**src/rtl/hamming74_decoder_pipe.sv**
```systemverilog
// Streaming Hamming(7,4) single-error-correcting decoder: two-stage valid/ready
// pipeline (syndrome, then correction) with a saturating corrected-word counter.
module hamming74_decoder_pipe #(
    parameter int CNT_W = 8
) (
    input  logic             clk,
    input  logic             rst,
    input  logic [6:0]       in_code,
    input  logic             in_valid,
    output logic             in_ready,
    output logic [3:0]       out_data,
    output logic             out_err,
    output logic [2:0]       out_pos,
    output logic             out_valid,
    input  logic             out_ready,
    input  logic             clr_cnt,
    output logic [CNT_W-1:0] err_cnt
);

    localparam logic [CNT_W-1:0] CNT_MAX = {CNT_W{1'b1}};
    localparam logic [CNT_W-1:0] CNT_ONE = {{(CNT_W-1){1'b0}}, 1'b1};

    // code[7-k] carries Hamming position k; each syndrome bit covers the positions with that index bit set.
    function automatic logic [2:0] calc_syn(input logic [6:0] code);
        logic s1, s2, s3;
        s1 = code[6] ^ code[4] ^ code[2] ^ code[0];
        s2 = code[5] ^ code[4] ^ code[1] ^ code[0];
        s3 = code[3] ^ code[2] ^ code[1] ^ code[0];
        return {s3, s2, s1};
    endfunction

    // Flips the bit named by the syndrome, then picks d1..d4 from positions 3,5,6,7.
    function automatic logic [3:0] correct_data(input logic [6:0] code, input logic [2:0] syn);
        logic [6:0] fixed;
        fixed = code;
        if (syn != 3'd0) begin
            fixed[3'd7 - syn] = ~fixed[3'd7 - syn];
        end
        return {fixed[0], fixed[1], fixed[2], fixed[4]};
    endfunction

    function automatic logic [CNT_W-1:0] sat_inc(input logic [CNT_W-1:0] v);
        return (v == CNT_MAX) ? v : v + CNT_ONE;
    endfunction

    logic             vld_p1;
    logic [6:0]       code_p1;
    logic [2:0]       syn_p1;
    logic             vld_p2;
    logic [3:0]       data_p2;
    logic             err_p2;
    logic [2:0]       pos_p2;
    logic [CNT_W-1:0] cnt_q;
    logic             s2_free;
    logic             s1_adv;
    logic             in_fire;

    assign s2_free  = !vld_p2 || out_ready;
    assign s1_adv   = vld_p1 && s2_free;
    assign in_ready = !vld_p1 || s1_adv;
    assign in_fire  = in_valid && in_ready;

    // ---- stage 1: capture codeword and syndrome ----
    always_ff @(posedge clk or posedge rst) begin
        if (rst) begin
            vld_p1 <= 1'b0;
        end else if (in_fire) begin
            vld_p1 <= 1'b1;
        end else if (s1_adv) begin
            vld_p1 <= 1'b0;
        end
    end

    always_ff @(posedge clk) begin
        if (in_fire) begin
            code_p1 <= in_code;
            syn_p1  <= calc_syn(in_code);
        end
    end

    // ---- stage 2: corrected data and error report ----
    always_ff @(posedge clk or posedge rst) begin
        if (rst) begin
            vld_p2  <= 1'b0;
            data_p2 <= 4'd0;
            err_p2  <= 1'b0;
            pos_p2  <= 3'd0;
        end else if (s1_adv) begin
            vld_p2  <= 1'b1;
            data_p2 <= correct_data(code_p1, syn_p1);
            err_p2  <= (syn_p1 != 3'd0);
            pos_p2  <= syn_p1;
        end else if (out_ready) begin
            vld_p2  <= 1'b0;
        end
    end

    // ---- output side: count corrected words as they leave ----
    always_ff @(posedge clk or posedge rst) begin
        if (rst) begin
            cnt_q <= '0;
        end else if (clr_cnt) begin
            cnt_q <= '0;
        end else if (vld_p2 && out_ready && err_p2) begin
            cnt_q <= sat_inc(cnt_q);
        end
    end

    assign out_valid = vld_p2;
    assign out_data  = data_p2;
    assign out_err   = err_p2;
    assign out_pos   = pos_p2;
    assign err_cnt   = cnt_q;

endmodule

```
**config.mk**
```make
export PLATFORM = sky130hd
export DESIGN_NAME = hamming74_decoder_pipe
export DESIGN_NICKNAME = d
export VERILOG_FILES = /design/src/rtl/hamming74_decoder_pipe.sv
export SDC_FILE = /design/constraint.sdc
export NUM_CORES = 1
export LEC_CHECK = 0
export ABC_AREA = 1
export CORE_ASPECT_RATIO = 1.75
export CORE_UTILIZATION = 54
export CTS_CLUSTER_SIZE = 25
export DETAILED_ROUTE_END_ITERATION = 6
export PLACE_DENSITY = 0.95
export SYNTH_ARGS = -nofsm -noshare
export SYNTH_HDL_FRONTEND = slang
export SYNTH_SLANG_ARGS = --single-unit
```
**constraint.sdc**
```tcl
create_clock -name clk -period 2.28 [get_ports clk]
set_input_delay 0.456 -clock clk [delete_from_list [all_inputs] [get_ports clk]]
set_output_delay 0.456 -clock clk [all_outputs]
set_load 0.01 [all_outputs]
```
---- Yosys cells after proc, flatten, opt, wreduce, memory -nomap -nowiden ----
Cells that the tools add are included.
word-level totals
  bits in registers ....................... 28
  logic and storage cells ................. 51
  output and inout port bits .............. 18
operators by class
  add/sub/neg operators ................... 2
  reductions and logical operators ........ 14
  bitwise logic cells ..................... 10
  muxes and demuxes ....................... 13
  $lt $le $gt $ge ......................... 2
  equal/unequal tests ..................... 2
operators by type and width
  cell                 number
  $mux 8               3
  $xor 1x1->1          9
  $add 8x1->8 const B  1
  $eq 8x8->1 const B   1
  $bwmux 7             1
  $mux 1               6
  $reduce_bool 2->1    3
  $logic_and 1x1->1    5
  $mux 5               1
  $lt 3x4->1 const B   1
  $bmux 1 s3           1
  $demux 1 s3          1
  $ge 3x1->1 const B   1
  $reduce_bool 3->1    1
  $sub 3x3->3 const A  1
  $logic_not 1->1      2
  $logic_or 1x1->1     2
  $ne 2x2->1 const B   1
  $reduce_and 2->1     1
  $not 1->1            1

---- Logic depth before layout (Yosys ltp) ----
  depth after elaboration ................. 7
  gate-level depth with buffers ........... 10

---- Worst setup path before layout ----
No wires, ideal clock.
  kind .................................... register to register
  start point ............................. register cnt_q[0] (netlist: err_cnt[0])
  end point ............................... register cnt_q[3] (netlist: err_cnt[3])
  arrival ................................. 1,228 ps
  path buffers ............................ 0
  data required time ...................... 2,211 ps
  slack ................................... 983 ps
  cell stages (with the launch flop) ...... 9
  period minus slack after synthesis ...... 1,297 ps
  cell sequence ........................... dfrtp_1 ha_1 nand2_2 nor2_4 nand2_2 nand2_4 o21ai_0 nand2_1 nor2_2
between the ends
  longest elaborated chain between the ends .. 4
RTL lines
  item                      RTL line  RTL
  start: declaration        53        logic [CNT_W-1:0] cnt_q;
  start signal: assignment  105       cnt_q <= sat_inc(cnt_q);
  $add 8x1->8               43        return (v == CNT_MAX) ? v : v + CNT_ONE;
  $mux 8                    43
  $mux 8                    104       end else if (vld_p2 && out_ready && err_p2) begin
  $mux 8                    102       end else if (clr_cnt) begin
Several ways; a longest one is shown, not always the timed one. The select of a mux whose other input is x is not followed.
A chain may end at the register's enable or synchronous reset.

---- Worst setup path after layout ----
  start point ............................. input port out_ready
  end point ............................... output port in_ready
between the ends
  longest elaborated chain between the ends .. 3
RTL lines
  item                RTL line  RTL
  start: declaration  15        input logic out_ready,
  $logic_or 1x1->1    58        assign s2_free = !vld_p2 || out_ready;
  $logic_and 1x1->1   59        assign s1_adv = vld_p1 && s2_free;
  $logic_or 1x1->1    60        assign in_ready = !vld_p1 || s1_adv;
  end: declaration    10        output logic in_ready,
No other way between the ends.

==> metrics.txt <==
final hold vios=0; Clock Sinks=28; clock slew at reported path FFs=0.09 ns; R2R Setup Slk=between 0.8 and 0.9 ns; detailed-routing wirelength on met1=slightly below 1 mm; GPL Wtd Cong=around 0.85; Post-synth EDFFs=10; ANT nets after route=0; origin of the worst setup path=out_ready; CP endpoint kind=output port; vias in the first global route=roughly 1200; max-slew violations=0; maximum clock insertion buffer count=2; post-CTS resize count=0; post-CTS setup repair buffer count=0; gr usage total=0.267; Tightest Pin Transition=between 0.6 and 0.7 ns; fin nets=206; dpl hpwl=about 2.4 mm; crit-path max FO=3; Crit path required time=around 1.8 ns; top cell type's share of synthesized area=0.316; pwr/cell area=~710 nW/um^2; row cnt=24; Die Height=roughly 70 um; CP startpoint kind=input pin; Ys Warns=0; met3 wire length=approximately 97 um; largest net degree at the start of global routing=19; Reg2Reg Depth=10; Syn Nets=174; latest clock arrival within the worst-skew pair=0.27 ns; syn_area_per_cell=8.85 um^2; Worst Hold Class=reg2reg; Synth area leaders=dfrtp_1 32%, edfxtp_1 21%, nand2_1 10%; initial antenna violation count=0; Critical Path Sink=in_ready; ys async rst share=0.643; part of the cycle the worst path needs=0.931; via count=about 1200; synthesis-stage register bit count=28; TritonCTS Buffers=3; first-pass GRT wire length=between 5 and 6 mm; worst reg2reg startpoint=err_cnt[0]$_DFFE_PP0P_; prevailing post-synth register cell=dfrtp_1; post-synth top area cell=dfrtp_1; CTS root buf=clkbuf_8; antenna diode count=0; IO Pins=30; Unique masters post-synth=27; buffers added on ports=29; post-synthesis sequential area ratio=0.527; vias per cell=5.41; die width=40.8 um; total core area=between 2000 and 2500 um^2; # setup viols final=0; final setup TNS=0 ns; post-route clock skew=0.00198 ns; status=finished clean; Worst Path Arrival=roughly 1.7 ns; max cap viols=0; RSZ-0062 raised after global routing=no; Crit Reg-Reg Endpoint=err_cnt[6]$_DFFE_PP0P_; Starting DRT DRC Count=between 50 and 60; DIE AREA=roughly 2900 um^2; Final Util=0.714; Fmax=between 400 and 500 MHz; Initial Utilization=0.572; Hold WS=between 0.4 and 0.5 ns; first drt pass iteration count=4; Leak Pwr=~0.81 nW; DRT Wirelength=roughly 3.1 mm; CTS tree=yes; depth of the CTS H-tree=1; share of cells above drive strength 1=0.0938; GRT overflow=0; worst relative slew slack=0.556; Routed met2 length=about 1.9 mm; DRC=0; Area growth, synth to finish=24.9%; CP Class=in2out; Peak VDD IR=~0.66 mV; max layer used=met4; Wirelength per Cell=about 14 um; Hold Buf Count CTS=0; Tmin final=about 2.1 ns; Mapped Cells=between 150 and 200; area of the mapped netlist=1430 um^2
cell type report:
cell class	instances	area, um^2
clock inverters	1	3.75
inverters	27	103
flip-flops and latches	28	751
multi-input cells	104	559
clock buffers	3	41.3
fillers	183	712
well taps	26	32.5
repair buffers	29	290
worst min-delay path by stage:
stage / from / depth (start not counted) / endpoint / slack [ns]
finish: out_data[0]$_DFFE_PP0P_ / 2 / out_data[0]$_DFFE_PP0P_ / 0.49
detailed placement: out_data[0]$_DFFE_PP0P_ / 2 / out_data[0]$_DFFE_PP0P_ / 0.47
global route: out_data[1]$_DFFE_PP0P_ / 2 / out_data[1]$_DFFE_PP0P_ / 0.52
global placement: out_data[2]$_DFFE_PP0P_ / 1 / out_data[2]$_DFFE_PP0P_ / 0.47
floorplan: rst / 1 / err_cnt[0]$_DFFE_PP0P_ / 0.39
CTS: out_data[0]$_DFFE_PP0P_ / 2 / out_data[0]$_DFFE_PP0P_ / 0.50
per-stage QoR:
step	instances	cell area (um^2)	power, mW	setup WS (ns)
2_1_floorplan	161	1430	0.831	0.983
3_3_place_gp	214	1740	0.979	0.171
3_5_place_dp	214	1740	1.00	0.154
4_1_cts	218	1780	1.27	0.151
5_1_grt	218	1780	1.33	0.102
6_report	218	1780	1.26	0.157
synth_stat cells, types with 2 or more instances:
cell type and n:
nand3_1 11, a21oi_1 3, nor2_1 9, dfrtp_1 18, nand2_4 2, nand2_2 4, o21ai_0 7, nor2_4 2
edfxtp_1 10, xor2_1 5, xnor2_1 5, o21ai_1 2, nand4_1 5, inv_1 25, nor2_2 4, nand2_1 38
where the power goes:
part,internal [mW],switching [mW]
clock network,0.121,0.145
registers,0.597,0.0543
logic,0.167,0.177
worst max-delay path, cell delays in order:
cell             delay (ns)
clkdlybuf4s50_1        0.50
inv_1                  0.06
nand3_1                0.10
clkdlybuf4s50_1        0.55
per-layer routing:
layer	up-vias	global-route usage
li1	574	-
met1	556	0.252
met2	40	0.490
met3	10	0.0508
met4	0	0.107
met5	-	0
sequential cells by signal, indices dropped and copies added, names as in the netlist:
register	cells
out_pos	3
out_valid	1
out_data	4
err_cnt	8
syn_p1	3
code_p1	7
vld_p1	1
out_err	1
cells by family after synthesis:
logic type / after synthesis / share of synthesized area
buffers and inverters: 29 / 0.0808
AO/OA/AOI/OAI: 16 / 0.0632
AND/OR/NAND/NOR: 77 / 0.259
XOR/XNOR: 10 / 0.0615
adder cells (fa/ha/maj): 1 / 0.00878
flip-flops: 28 / 0.527
layout by cell type, fill, tap and decap left out, types with 2 or more instances in the layout:
| cell type | n |
|---|---|
| a21oi_1 | 3 |
| clkbuf_8 | 3 |
| clkdlybuf4s50_1 | 29 |
| dfrtp_1 | 18 |
| edfxtp_1 | 10 |
| inv_1 | 25 |
| nand2_1 | 38 |
| nand2_2 | 4 |
| nand2_4 | 2 |
| nand3_1 | 11 |
| nand4_1 | 5 |
| nor2_1 | 9 |
| nor2_2 | 4 |
| nor2_4 | 2 |
| o21ai_0 | 7 |
| o21ai_1 | 2 |
| xnor2_1 | 5 |
| xor2_1 | 5 |
(Power assumes the default switching activity.)
